[config.mk]
export PLATFORM = sky130hd
export DESIGN_NAME = pipe_stage_skid
export DESIGN_NICKNAME = d
export VERILOG_FILES = /design/src/rtl/pipe_pkg.sv /design/src/rtl/pipe_sat_counter.sv /design/src/rtl/pipe_stage_skid.sv
export SDC_FILE = /design/constraint.sdc
export NUM_CORES = 1
export LEC_CHECK = 0
export ABC_AREA = 1
export CELL_PAD_IN_SITES_DETAIL_PLACEMENT = 0
export CELL_PAD_IN_SITES_GLOBAL_PLACEMENT = 2
export CORE_MARGIN = 1.5
export CORE_UTILIZATION = 25
export CTS_CLUSTER_SIZE = 8
export DETAILED_ROUTE_END_ITERATION = 10
export PLACE_DENSITY_LB_ADDON = 0.1
export SLEW_MARGIN = 5
export SYNTH_ARGS = -nofsm -noshare
export SYNTH_HDL_FRONTEND = slang
export SYNTH_SLANG_ARGS = --single-unit
[constraint.sdc]
create_clock -name clk -period 2.17 [get_ports clk]
set_input_delay 0.217 -clock clk [delete_from_list [all_inputs] [get_ports clk]]
set_output_delay 0.217 -clock clk [all_outputs]
set_load 0.01 [all_outputs]
[src/rtl/pipe_pkg.sv]
// Shared types and constants for the pipeline-stage registers.
// The state type covers both the single-entry and skid (PIPE_SKID_EN) builds.
package pipe_pkg;

    typedef enum logic [1:0] {
        EMPTY = 2'd0,
        ONE   = 2'd1,
        FULL  = 2'd2
    } pipe_state_t;

    // Bit positions inside the control bundle carried between stages.
    localparam int unsigned CTRL_MEMTOREG = 0;
    localparam int unsigned CTRL_REGWRITE = 1;
    localparam int unsigned CTRL_MEMREAD  = 2;
    localparam int unsigned CTRL_MEMWRITE = 3;

endpackage

[src/rtl/pipe_sat_counter.sv]
// Saturating up-counter with synchronous active-high reset; sticks at all-ones.
module pipe_sat_counter #(
    parameter int unsigned CNT_W = 16
) (
    input  logic             clk,
    input  logic             rst,
    input  logic             inc,
    output logic [CNT_W-1:0] cnt
);

    logic [CNT_W-1:0] cnt_q;

    always_ff @(posedge clk) begin
        if (rst) begin
            cnt_q <= '0;
        end else if (inc && (cnt_q != '1)) begin
            cnt_q <= cnt_q + CNT_W'(1);
        end
    end

    assign cnt = cnt_q;

endmodule

[src/rtl/pipe_stage_skid.sv]
// Valid/ready pipeline-stage register with flush-to-bubble and a stall counter.
// Define PIPE_SKID_EN for a two-entry skid version with a registered in_ready.
module pipe_stage_skid
    import pipe_pkg::*;
#(
    parameter int unsigned CTRL_W = 4,
    parameter int unsigned DATA_W = 69,
    parameter int unsigned CNT_W  = 16
) (
    input  logic              clk,
    input  logic              rst,
    input  logic              flush,
    input  logic              in_valid,
    output logic              in_ready,
    input  logic [CTRL_W-1:0] in_ctrl,
    input  logic [DATA_W-1:0] in_data,
    output logic              out_valid,
    input  logic              out_ready,
    output logic [CTRL_W-1:0] out_ctrl,
    output logic [DATA_W-1:0] out_data,
    output logic [CNT_W-1:0]  stall_cnt
);

    pipe_state_t       state_q;
    logic [CTRL_W-1:0] ctrl_q;
    logic [DATA_W-1:0] data_q;
    logic              accept;
    logic              consume;

    assign out_valid = (state_q != EMPTY);
    assign accept    = in_valid && in_ready;
    assign consume   = out_valid && out_ready;

    // ctrl_q is cleared whenever the main slot empties, so it is already zero in bubbles.
    assign out_ctrl = ctrl_q;
    assign out_data = data_q;

`ifdef PIPE_SKID_EN
    logic              in_ready_q;
    logic [CTRL_W-1:0] skid_ctrl_q;
    logic [DATA_W-1:0] skid_data_q;

    assign in_ready = in_ready_q;

    always_ff @(posedge clk) begin
        if (rst) begin
            state_q     <= EMPTY;
            in_ready_q  <= 1'b1;
            ctrl_q      <= '0;
            data_q      <= '0;
            skid_ctrl_q <= '0;
            skid_data_q <= '0;
        end else if (flush) begin
            state_q     <= EMPTY;
            in_ready_q  <= 1'b1;
            ctrl_q      <= '0;
            skid_ctrl_q <= '0;
        end else begin
            unique case (state_q)
                EMPTY: begin
                    if (accept) begin
                        ctrl_q  <= in_ctrl;
                        data_q  <= in_data;
                        state_q <= ONE;
                    end
                end
                ONE: begin
                    if (accept && consume) begin
                        ctrl_q <= in_ctrl;
                        data_q <= in_data;
                    end else if (accept) begin
                        // Downstream stalled: park the newcomer behind the main entry.
                        skid_ctrl_q <= in_ctrl;
                        skid_data_q <= in_data;
                        state_q     <= FULL;
                        in_ready_q  <= 1'b0;
                    end else if (consume) begin
                        ctrl_q  <= '0;
                        state_q <= EMPTY;
                    end
                end
                FULL: begin
                    if (consume) begin
                        ctrl_q      <= skid_ctrl_q;
                        data_q      <= skid_data_q;
                        skid_ctrl_q <= '0;
                        state_q     <= ONE;
                        in_ready_q  <= 1'b1;
                    end
                end
                default: begin
                    ctrl_q  <= '0;
                    state_q <= EMPTY;
                end
            endcase
        end
    end
`else
    // Single entry: a consume this cycle frees the slot, hence the out_ready -> in_ready path.
    assign in_ready = !out_valid || out_ready;

    always_ff @(posedge clk) begin
        if (rst) begin
            state_q <= EMPTY;
            ctrl_q  <= '0;
            data_q  <= '0;
        end else if (flush) begin
            state_q <= EMPTY;
            ctrl_q  <= '0;
        end else if (accept) begin
            ctrl_q  <= in_ctrl;
            data_q  <= in_data;
            state_q <= ONE;
        end else if (consume) begin
            ctrl_q  <= '0;
            state_q <= EMPTY;
        end
    end
`endif

    pipe_sat_counter #(
        .CNT_W (CNT_W)
    ) u_stall_cnt (
        .clk (clk),
        .rst (rst),
        .inc (out_valid && !out_ready),
        .cnt (stall_cnt)
    );

endmodule

==> key figures <==
Outcome
  • Outcome: completed

Routing
  • Total detailed-routing wirelength: 12.0 mm
  • Number of iterations in the first detailed-routing pass: 4
  • Via-per-instance ratio: between 4 and 5
  • Met2 WL post-DR: around 5.5 mm
  • Wire length on met1: 5.37 mm
  • Met3 routed WL: 946 um
  • Total via count after detailed routing: around 3800
  • WL per Instance: 13.8 um
  • Final antenna-violating net count: 0
  • Starting DRT DRC Count: between 150 and 200
  • Uppermost layer routed: met4
  • DRC errors left: 0

Setup path
  • Arrival time at the worst endpoint: 1410 ps
  • Setup Crit Path Kind: input pin to primary output
  • Critical path capture point type: primary output
  • Max FO, Critical Path: 9
  • Data required, critical path: 1950 ps
  • Startpoint class of the critical path: input pin

Timing
  • Max-slew violations: 0
  • Final period demand of the worst path: roughly 1600 ps
  • Unrepaired setup endpoints after global routing: no
  • FMAX: ~610 MHz
  • Final setup fails: 0
  • Total negative setup slack: 0 ps
  • Max-Slew Margin vs Limit: ~41%
  • Worst Tran Pin Value: 882 ps
  • Worst-case clock skew: 5.12 ps
  • Fraction of the cycle the final worst path needs: 74.9%
  • Final hold vios: 0

Clock tree
  • H-tree depth: 3
  • CTS hold repair buffers: 0
  • Number of buffers created by CTS: 9
  • Clock Tree Buf Depth: 2
  • Register clock-pin slew on the reported worst setup and hold paths: 70 ps
  • Clock sinks: 90
  • # resized after CTS: 0
  • Post CTS Setup Buffer Count: 0
  • Clock tree from TritonCTS: yes
  • Clock network latency to the later pin of the worst-skew pair: about 340 ps
  • Root buffer cell: clkbuf_16

Pwr
  • PwrDens: 645 mW/mm2
  • Static Leakage: approximately 2.2 nW
  • Cell Int Power: 2.92 mW
  • Power spent charging and discharging nets: roughly 970 uW
  • Highest ir drop seen on vdd: ~0.00031 V
  • Net switching share of the total power: 24.9%
  • Combinational power share: 14.8%
  • Design Power: between 3 and 4 mW
  • Share of total power in sequential cells: 45.1%
  • Fraction of power consumed by the clock network: 40.1%

Cells and area
  • Share of post-route cells with drive strength above 1: about 13%
  • Growth of design area from synthesis to finish: 53.5%
  • Final #Nets: 733
  • Antenna Diode Count: 0
  • Fillers: 1582

Flow run
  • Max-Cap Viols: 0

Die
  • Top-Level Pins: approximately 170
  • Core area: approximately 0.015 mm2
  • Die area: 0.0165 mm2
  • DIE WIDTH: 128 um
  • Initial core utilization: between 20 and 30%
  • Number of standard-cell rows in the floorplan: 45
  • Y dimension of the die: around 130 um

Synth
  • YS warnings: 0
  • Largest area contributor in the netlist: dfxtp_1
  • Top post-synthesis cells by count: nand2_1, dfxtp_1, a21oi_1
  • Basic-gate share of the synthesized area counting and, or, nand and nor cells: 34.0%
  • Number of synthesized register bits: 90
  • Syn Std Cell Area: between 0.003 and 0.004 mm2
  • Number of enable-type register cells in the synthesized netlist: 0
  • Post-synthesis adder-cell area fraction: 0.318%
  • Number of distinct library cells after synthesis: 26
  • Post-Syn Area per Cell: 7.89 um2
  • Largest family of logic cells by synthesized area: simple AND/OR/NAND/NOR gates
  • XOR/XNOR share of the synthesized area: 0.445%
  • Proportion of netlist area held by the largest area contributor: 45.8%
  • Gate Count Post-Synth: 499
  • Share of cell area taken by muxes after synthesis: 0%
  • Synthesized netlist net count: 578
  • Sequential share of the synthesized area: 45.8%
  • Share of flip-flops with an asynchronous set or reset: 0%
  • Dominant cell by count in the synthesized netlist: nand2_1
  • Area fraction in compound gates after synthesis: a little under an eighth
  • Area contributors post-synth: dfxtp_1, nand2_1, nand3_2
  • Main flop type after synthesis: dfxtp_1

Global route
  • Largest net degree at the start of global routing: 74
  • Global-route wire length before repair: about 19 mm
  • Total Routing Usage GR: approximately 15%
  • Sum of overflow across all layers after global routing: 0
  • Initial antenna violation count: 0
  • Via count of the first global-routing pass: roughly 3700

Hold path
  • Worst min-delay path class: input pin to register

Placed design
  • Count of buffers from port buffering: 168
  • Placed wire-length estimate: around 8.3 mm
  • Gp weighted congestion: 0.752
cell families after synthesis:
group / after synthesis
AO/OA/AOI/OAI: 77
AND/OR/NAND/NOR: 275
flip-flops: 90
XOR/XNOR: 2
buffers and inverters: 54
adder cells (fa/ha/maj): 1
metrics by stage:
step	utilization (%)	hold slack (ps)	instance area, um2	worst slack, ps	std cells
4_1_cts	39.4	424	6040	533	870
3_5_place_dp	37.6	455	5750	354	854
3_3_place_gp	37.6	447	5750	394	854
5_1_grt	39.4	434	6040	385	870
6_report	39.4	435	6040	544	870
2_1_floorplan	-	360	3940	753	499
state kept, by name, summed over array words and instances (netlist names):
name / flops
u_stall_cnt.cnt: 16
out_ctrl: 4
state_q: 1
out_data: 69
metal layers:
| metal | track usage (%) | vias up |
|---|---|---|
| met5 | 0 | - |
| met4 | 4.76 | 0 |
| met3 | 6.15 | 12 |
| met2 | 24.0 | 107 |
| met1 | 18.0 | 1718 |
| li1 | - | 1922 |
power groups by stage:
stage	Clock (mW)	Combinational (mW)	Sequential, mW
after detailed placement	0	0.584	1.80
after floorplan	0	0.234	1.82
after CTS	1.63	0.588	1.76
after global placement	0	0.581	1.80
final	1.56	0.575	1.76
after global routing	1.69	0.629	1.77
placed cells by master (no fill, tap or decap), types with 4 or more instances in the layout:
cell type	n
a21oi_1	55
a21oi_2	20
buf_4	4
clkbuf_16	9
clkdlybuf4s50_1	167
dfxtp_1	90
inv_1	19
nand2_1	139
nand2_4	4
nand3_1	46
nand3_2	30
nor2_1	50
area by class of cell:
| class | count | area [um2] | share of cell area [%] |
|---|---|---|---|
| Multi-Input combinational cell | 355 | 1830 | 30.3 |
| Inverter | 23 | 88.8 | 1.47 |
| Clock buffer | 11 | 233 | 3.85 |
| Timing Repair Buffer | 175 | 1770 | 29.2 |
| Tap cell | 211 | 264 | 4.37 |
| Sequential cell | 90 | 1800 | 29.8 |
| Clock inverter | 5 | 53.8 | 0.891 |
critical path, cell delays in order:
cell             delay [ps]
clkdlybuf4s50_1         450
inv_1                    60
nand2_4                 120
clkdlybuf4s50_1         560
worst paths after layout:
| path | from | endpoint | slack [ps] | depth (start not counted) |
|---|---|---|---|---|
| worst max-delay path | out_ready | in_ready | 540 | 4 |
| worst min-delay path | in_ctrl[1] | out_ctrl[1] | 440 | 3 |
| worst max register to register | u_stall_cnt.cnt[0] | u_stall_cnt.cnt[8] | 580 | 10 |
| worst min register to register | out_data[45] | out_data[45] | 460 | 2 |
No activity file was read; power rests on OpenSTA's default activity.
